--- src/rtl/seq_detect_pkg.sv ---
// Shared types and defaults for the programmable serial pattern detector.
// Reset defaults reproduce the classic overlapping 1011 detector.
package seq_detect_pkg;

  typedef enum logic [1:0] {
    FILL,
    ARMED,
    HIT
  } seqdet_state_t;

  localparam int         DEFAULT_MAX_LEN = 8;
  localparam logic [7:0] DEFAULT_PATTERN = 8'b0000_1011;
  localparam int         DEFAULT_LEN     = 4;
  localparam bit         DEFAULT_OVERLAP = 1'b1;

  // Width needed to hold a length value 0..max_len inclusive.
  function automatic int len_w(input int max_len);
    return $clog2(max_len + 1);
  endfunction

endpackage

--- src/rtl/seq_detect_cmp.sv ---
// Combinational masked compare: the low `len` bits of hist against pattern.
module seq_detect_cmp #(
  parameter int MAX_LEN = 8,
  parameter int LEN_W   = 4
) (
  input  logic [MAX_LEN-1:0] hist,
  input  logic [MAX_LEN-1:0] pattern,
  input  logic [LEN_W-1:0]   len,
  output logic               hit
);

  logic [MAX_LEN-1:0] mask;

  always_comb begin
    mask = '0;
    for (int i = 0; i < MAX_LEN; i++) begin
      mask[i] = (i < int'(len));
    end
  end

  assign hit = ((hist ^ pattern) & mask) == '0;

endmodule

--- src/rtl/seq_detect_prog.sv ---
// Programmable serial bit-pattern detector with runtime pattern/length/overlap,
// registered Moore match flag and saturating match counter.
module seq_detect_prog
  import seq_detect_pkg::*;
#(
  parameter int                 MAX_LEN       = DEFAULT_MAX_LEN,
  parameter int                 CNT_W         = 16,
  parameter logic [MAX_LEN-1:0] RESET_PATTERN = MAX_LEN'(DEFAULT_PATTERN),
  parameter int                 RESET_LEN     = DEFAULT_LEN,
  parameter bit                 RESET_OVERLAP = DEFAULT_OVERLAP,
  localparam int                LEN_W         = len_w(MAX_LEN)
) (
  input  logic               clk,
  input  logic               rst,
  input  logic               in_valid,
  input  logic               in_bit,
  input  logic               cfg_we,
  input  logic [MAX_LEN-1:0] cfg_pattern,
  input  logic [LEN_W-1:0]   cfg_len,
  input  logic               cfg_overlap,
  input  logic               clr_count,
  output logic               out,
  output logic [CNT_W-1:0]   match_count,
  output logic               cfg_err
);

  localparam logic [LEN_W-1:0] MAX_FILL = LEN_W'(MAX_LEN);
  localparam logic [CNT_W-1:0] CNT_MAX  = '1;

  seqdet_state_t      state;
  logic [MAX_LEN-1:0] hist;
  logic [MAX_LEN-1:0] hist_next;
  logic [MAX_LEN-1:0] pattern;
  logic [LEN_W-1:0]   fill;
  logic [LEN_W-1:0]   fill_next;
  logic [LEN_W-1:0]   len;
  logic               overlap;
  logic               accept;
  logic               cfg_ok;
  logic               cmp_hit;
  logic               hit;

  // A configuration write on the same edge drops the incoming bit.
  assign accept    = in_valid && !cfg_we;
  assign cfg_ok    = (cfg_len != '0) && (cfg_len <= MAX_FILL);
  assign hist_next = {hist[MAX_LEN-2:0], in_bit};
  assign fill_next = (fill == MAX_FILL) ? fill : fill + 1'b1;

  seq_detect_cmp #(
    .MAX_LEN(MAX_LEN),
    .LEN_W  (LEN_W)
  ) u_cmp (
    .hist   (hist_next),
    .pattern(pattern),
    .len    (len),
    .hit    (cmp_hit)
  );

  assign hit = accept && cmp_hit && (fill_next >= len);

  always_ff @(posedge clk or negedge rst) begin
    if (!rst) begin
      state <= FILL;
      hist  <= '0;
      fill  <= '0;
      out   <= 1'b0;
    end else if (cfg_we) begin
      if (cfg_ok) begin
        state <= FILL;
        hist  <= '0;
        fill  <= '0;
        out   <= 1'b0;
      end
    end else if (accept) begin
      hist <= hist_next;
      if (hit) begin
        state <= HIT;
        out   <= 1'b1;
        // Non-overlap mode demands `len` fresh bits before the next match.
        fill  <= overlap ? fill_next : '0;
      end else begin
        state <= (fill_next >= len) ? ARMED : FILL;
        out   <= 1'b0;
        fill  <= fill_next;
      end
    end else begin
      out <= (state == HIT);
    end
  end

  always_ff @(posedge clk or negedge rst) begin
    if (!rst) begin
      pattern <= RESET_PATTERN;
      len     <= LEN_W'(RESET_LEN);
      overlap <= RESET_OVERLAP;
      cfg_err <= 1'b0;
    end else if (cfg_we) begin
      if (cfg_ok) begin
        pattern <= cfg_pattern;
        len     <= cfg_len;
        overlap <= cfg_overlap;
        cfg_err <= 1'b0;
      end else begin
        cfg_err <= 1'b1;
      end
    end
  end

  // Clear takes priority, then a same-edge match still counts once.
  always_ff @(posedge clk or negedge rst) begin
    if (!rst) begin
      match_count <= '0;
    end else if (clr_count) begin
      match_count <= hit ? CNT_W'(1) : '0;
    end else if (hit && (match_count != CNT_MAX)) begin
      match_count <= match_count + 1'b1;
    end
  end

endmodule
--- config.mk ---
export PLATFORM = sky130hd
export DESIGN_NAME = seq_detect_prog
export DESIGN_NICKNAME = d
export VERILOG_FILES = /design/src/rtl/seq_detect_pkg.sv /design/src/rtl/seq_detect_cmp.sv /design/src/rtl/seq_detect_prog.sv
export SDC_FILE = /design/constraint.sdc
export NUM_CORES = 1
export LEC_CHECK = 0
export ABC_AREA = 1
export BUFFER_PORTS_ARGS = -buffer_cell sky130_fd_sc_hd__buf_2
export CAP_MARGIN = 40
export CORE_MARGIN = 2
export CORE_UTILIZATION = 52
export DETAILED_ROUTE_END_ITERATION = 7
export GPL_TIMING_DRIVEN = 0
export PLACE_DENSITY = 0.79
export SKIP_CTS_REPAIR_TIMING = 1
export SLEW_MARGIN = 10
export SYNTH_ARGS = -nofsm -noshare
export SYNTH_HDL_FRONTEND = slang
export SYNTH_SLANG_ARGS = --single-unit
export TNS_END_PERCENT = 30
--- constraint.sdc ---
create_clock -name clk -period 2.39 [get_ports clk]
set_clock_uncertainty 0.2 [all_clocks]
set_input_delay 0.1195 -clock clk [delete_from_list [all_inputs] [get_ports clk]]
set_output_delay 0.1195 -clock clk [all_outputs]
set_load 0.02 [all_outputs]
==> results.yml, run 1 <==
run_status:
  outcome: "complete, but fails checks"
  violations: "setup timing"
route:
  vias_per_cell: 5.169
  wirelength_um: 6341
  antenna_left: 0
  vias: 2481
  drt_iter0_markers: 108
  first_pass_iters: 5
  drc: 0
  wl_per_cell_um: 13.21
power:
  power_w: 0.001917
  leakage_nw: 1.645
  power.density_nw_per_um2: 588.1
  ir_worst_vdd_v: 0.0004720
synth:
  synth_area_leaders: "dfrtp_1 37%, nand2_1 15%, nand3_1 6.7%"
  syn-instance-count: 345
  avgSynthCellArea_um2: 7.565
  yosysWarnings: 0
  syn-cell-area_um2: 2610
  synth_top_area_share_pct: 37.39
  ys_ff_latch: 44
  ys_types: 29
  ys_seq_area_share_pct: 42.43
  yosys.area.top_type: "dfrtp_1"
  syn_nets: 371
clock_network:
  htree_levels: 2
  cts_tree: "done"
  numCtsBuffers: 5
  clk_pin_slew_ns: 0.09
  clkSinkCount: 44
  cts_buffer_depth: 2
  root_buffer: "clkbuf_8"
  worstSkewPairLatency_ns: 0.31
finish:
  nFillCells: 398
  seqCellArea_um2: 1107
  drive_gt1_share_pct: 22.52
  fin_nets: 438
  final_util_pct: 68.10
  diodes: 0
  area_growth_pct: 24.88
  multi_input_area_um2: 1326
floorplanning:
  chipWidth_um: 74.85
  core_area_um2: 4786
  die-height_um: 74.85
  io_pins: 37
  num_rows: 25
  initial_core_util_pct: 54.54
  die_area_um2: 5602
worst_setup_path:
  startpoint_type: "flip-flop"
  path_buf_inv: 2
  cp.required_ns: 2.39
  crit_family: "simple AND/OR/NAND/NOR gates"
  critical_path_class: "reg -> reg"
  critical-path-slowest-cell: "dfrtp_1"
  crit_chain: "inv_1 -> ha_2 -> nand2_2 -> nor2_4 -> xor2_2 -> ha_2 -> nand4_1 -> nand3_4 -> nand4_4 -> nand2_4 -> clkbuf_16 -> nand2_2 -> nand2_1"
  slowest_delay_ns: 0.43
  cp_max_fo: 7
  worstPathArrival_ns: 2.50
  endpoint_kind: "flip-flop"
sta:
  fin_crit_sh_pct: 104.3
  layout_min_cycle_time_ns: 2.493
  timing.fmax_mhz: 401.1
  worst_pin_slew_ns: 0.4986
  fin_ws_ns: -0.1030
  finalSetupViolations: 15
  rsz0062_at_grt: "yes"
  drv_slew: 0
  whs_ns: 0.02164
  slew_headroom_pct: 66.76
  final_hold_viol_count: 0
  fin_setup_tns_ns: -1.218
place:
  hpwl_um: 4335
  gp_congestion: 0.9105
  io_buffer_count: 35
  post-place-ws_ns: -0.2166
grt:
  grtUsageTotal_pct: 23.45
  grt_max_degree: 34
  grt_pass1_wl_um: 10020
  overflow: 0
  grt_pass1_vias: 2280
  antenna_found_initial: 0
job:
  maxCapViolations: 0
hold_path:
  hold_path.class: "in -> async"
## routing by layer
metal	up-vias	track usage, %	wire, um
met5	-	0	0
met2	83	42.11	3347
li1	1216	-	-
met3	12	4.150	306
met4	0	9.524	132
met1	1170	27.59	2554
## cells by family (layout without fill, tap and decap cells)
family,after synthesis,after routing,synth area share [%]
buffers and inverters,53,121,8.293
XOR/XNOR,17,17,5.705
AND/OR/NAND/NOR,201,201,34.95
AO/OA/AOI/OAI,23,23,5.273
adder cells (fa/ha/maj),7,7,3.356
flip-flops,44,44,42.43
## registers in the layout (all words and copies together) (netlist names)
register and flops:
match_count 16, pattern 8, hist 7, fill 4, len 4, state 2, cfg_err 1, out 1
overlap 1
## synth_stat cells (all sizes together)
master    n
nand2   115
inv      44
dfrtp    39
nor2     39
nand3    35
o21ai    14
xor2     14
ha        7
o22ai     7
clkbuf    6
nand4     6
dfstp     5
nor3      4
xnor2     3
buf       2
a21oi     1
clkinv    1
nor3b     1
o21bai    1
or2       1
## cell type report
type	count	share of cell area, %
repair buffers	60	13.36
clock buffers	5	2.111
clock inverters	3	0.5758
multi-input cells	248	40.69
well taps	67	2.572
inverters	45	5.182
flip-flops and latches	44	33.97
plain buffers	8	1.536
## power breakdown
part	internal, W	switching (W)	leakage [nW]
Combinational	0.000218	0.000327	1.02
Sequential	0.000830	0.0000637	0.573
Clock	0.000204	0.000274	0.0479
## worst paths after layout
path | start | end | slack (ns) | cells past startpoint
hold reg to reg | pattern[3]$_DFFE_PN1P_ | pattern[3]$_DFFE_PN1P_ | 0.29 | 2
max in group asynchronous | rst | pattern[1]$_DFFE_PN1P_ | 1.43 | 3
setup / recovery | fill[0]$_DFFE_PN0P_ | match_count[11]$_DFFE_PN0P_ | -0.10 | 13
min in group clk | clr_count | match_count[6]$_DFFE_PN0P_ | 0.10 | 4
setup reg to reg | fill[0]$_DFFE_PN0P_ | match_count[11]$_DFFE_PN0P_ | -0.10 | 13
hold / removal | rst | match_count[10]$_DFFE_PN0P_ | 0.02 | 2
## stage by stage
step,area [um2],cells
2_1_floorplan,2610,345
3_3_place_gp,2869,447
3_5_place_dp,2889,448
4_1_cts,2977,456
5_1_grt,3259,480
6_report,3259,480
## cell usage in the layout, fill, tap and decap left out, types with 4 or more instances in the layout
| master | Yosys | layout |
|---|---|---|
| buf_2 | 1 | 35 |
| ha_1 | 7 | 5 |
| dfrtp_1 | 39 | 39 |
| inv_2 | 4 | 4 |
| nand4_1 | 5 | 5 |
| inv_1 | 40 | 40 |
| nor2_2 | 4 | 4 |
| nand2_1 | 101 | 100 |
| clkbuf_8 | 0 | 5 |
| clkbuf_1 | 6 | 6 |
| dlygate4sd3_1 | 0 | 17 |
| buf_4 | 0 | 7 |
| o22ai_1 | 7 | 7 |
| nand2_2 | 13 | 13 |
| o21ai_0 | 13 | 12 |
| nand3_1 | 35 | 34 |
| dfstp_2 | 5 | 5 |
| xor2_1 | 14 | 13 |
| nor2_1 | 34 | 33 |
(Power assumes the default switching activity.)
==> run 2: changes to the inputs <==
--- a/config.mk
+++ b/config.mk
@@ -9,10 +9,11 @@
 export BUFFER_PORTS_ARGS = -buffer_cell sky130_fd_sc_hd__buf_2
 export CAP_MARGIN = 40
 export CORE_MARGIN = 2
-export CORE_UTILIZATION = 52
+export CORE_UTILIZATION = 54
+export CTS_BUF_LIST = sky130_fd_sc_hd__clkbuf_4 sky130_fd_sc_hd__clkbuf_8
 export DETAILED_ROUTE_END_ITERATION = 7
 export GPL_TIMING_DRIVEN = 0
-export PLACE_DENSITY = 0.79
+export PLACE_DENSITY = 0.82
 export SKIP_CTS_REPAIR_TIMING = 1
 export SLEW_MARGIN = 10
 export SYNTH_ARGS = -nofsm -noshare
==> results.yml, run 2 (synthesis gave the netlist of run 1 again) <==
worst_setup_path:
  worstPathArrival_ns: 2.47
  endpoint_kind: "flip-flop"
  cp_max_fo: 7
  critical_path_class: "reg -> reg"
  startpoint_type: "flip-flop"
  cp.required_ns: 2.44
  slowest_delay_ns: 0.42
  critical-path-slowest-cell: "dfrtp_1"
  crit_chain: "inv_1 -> ha_1 -> nand2_2 -> nor2_2 -> xor2_1 -> ha_1 -> nand4_1 -> nand3_4 -> nand4_4 -> nand2_4 -> clkbuf_16 -> nand2_2 -> nand2_1"
place:
  post-place-ws_ns: -0.1447
  hpwl_um: 4282
  gp_congestion: 0.8815
  io_buffer_count: 35
finish:
  final_common_cell: "nand2_1"
  fin_nets: 437
  drive_gt1_share_pct: 21.84
  final_cell_mix: "100 x nand2_1, 40 x inv_1, 39 x dfrtp_1"
  reg.largest.list: "match_count: 16 flops, pattern: 8 flops, hist: 7 flops"
  top_register: "match_count"
  area_growth_pct: 24.59
  diodes: 0
  largest_reg_flops: 16
  nFillCells: 390
power:
  power.density_nw_per_um2: 633.0
  pwr-share-clk_pct: 30.0
  swShare_pct: 32.38
  comb_power_share_pct: 26.6
  leakage_nw: 1.651
  internal_power_w: 0.001392
  p_seq_share_pct: 43.3
  p_sw_w: 0.0006666
  ir_worst_vdd_v: 0.0004832
sta:
  fin_crit_sh_pct: 101.1
  timing.fmax_mhz: 414.0
  rsz0062_at_grt: "yes"
  whs_ns: 0.007245
  drv_slew: 0
  finalSetupViolations: 6
  slew_headroom_pct: 66.70
  worst_pin_slew_ns: 0.4995
  fin_ws_ns: -0.02529
  final_hold_viol_count: 0
  layout_min_cycle_time_ns: 2.415
floorplanning:
  die-height_um: 73.52
  num_rows: 25
  core_area_um2: 4692
  chipWidth_um: 73.52
  initial_core_util_pct: 55.63
  io_pins: 37
  die_area_um2: 5405
route:
  vias: 2472
  first_pass_iters: 4
  wl_per_cell_um: 13.55
  antenna_left: 0
  wirelength_um: 6315
  drc: 0
  vias_per_cell: 5.305
  drt_iter0_markers: 140
run_status:
  outcome: "complete, but fails checks"
  violations: "setup timing"
grt:
  grt_pass1_vias: 2394
  grt_max_degree: 35
  grtUsageTotal_pct: 24.13
  antenna_found_initial: 0
  grt_pass1_wl_um: 10030
  overflow: 0
clock_network:
  numCtsBuffers: 5
  clk_pin_slew_ns: 0.09
  cts_buffer_depth: 2
  htree_levels: 2
  cts_tree: "done"
  worstSkewPairLatency_ns: 0.31
  root_buffer: "clkbuf_8"
  clkSinkCount: 44
job:
  maxCapViolations: 0
hold_path:
  hold_path.class: "in -> async"
-- run 2: metrics by stage --
stage	power (W)	area [um2]	setup TNS [ns]	utilization (%)	instances
final	0.002058	3252	-0.1113	69.31	466
after CTS	0.001986	2994	-2.006	63.81	443
after global routing	0.002179	3252	-1.789	69.31	466
after detailed placement	0.001368	2873	-1.320	61.23	435
after floorplan	0.001230	2610	0	-	345
after global placement	0.001339	2853	-0.7402	60.80	434
-- run 2: routing by layer --
layer	share of wire (%)	GRT usage [%]
met1	41	27.27
met3	4.2	4.938
met2	53	42.96
met4	1.5	11.72
met5	0	0
-- run 2: area by class of cell --
| type | count | area (um2) | share of cell area [%] |
|---|---|---|---|
| multi-input cells | 248 | 1309 | 40.25 |
| repair buffers | 59 | 427.9 | 13.16 |
| clock inverters | 2 | 38.79 | 1.193 |
| clock buffers | 6 | 82.58 | 2.539 |
| inverters | 45 | 168.9 | 5.194 |
| plain buffers | 8 | 50.05 | 1.539 |
| well taps | 54 | 67.56 | 2.078 |
| flip-flops and latches | 44 | 1107 | 34.05 |
-- run 2: worst paths after layout --
check                                        from                           to  slack [ns]  depth (start not counted)
min in group clk                        clr_count   match_count[6]$_DFFE_PN0P_        0.10                          4
max in group asynchronous                     rst          overlap$_DFFE_PN1P_        1.45                          3
setup / recovery              fill[0]$_DFFE_PN0P_  match_count[12]$_DFFE_PN0P_       -0.03                         13
hold reg to reg            pattern[3]$_DFFE_PN1P_       pattern[3]$_DFFE_PN1P_        0.28                          2
setup reg to reg              fill[0]$_DFFE_PN0P_  match_count[12]$_DFFE_PN0P_       -0.03                         13
hold / removal                                rst  match_count[11]$_DFFE_PN0P_       0.007                          2
-- run 2: critical path: cells and delay by family, from the launching register on --
kind,cells,cell delay [ns]
AND/OR/NAND/NOR,8,0.84
adder cells (fa/ha/maj),2,0.48
flip-flops,1,0.42
XOR/XNOR,1,0.17
buffers and inverters,2,0.23
-- run 2: power by group through the flow --
stage | Combinational (W) | Sequential [W] | Clock [W]
after floorplan | 0.000324 | 0.000906 | 0
after global placement | 0.000437 | 0.000902 | 0
after detailed placement | 0.000464 | 0.000905 | 0
after CTS | 0.000468 | 0.000890 | 0.000627
after global routing | 0.000618 | 0.000903 | 0.000658
final | 0.000548 | 0.000892 | 0.000618
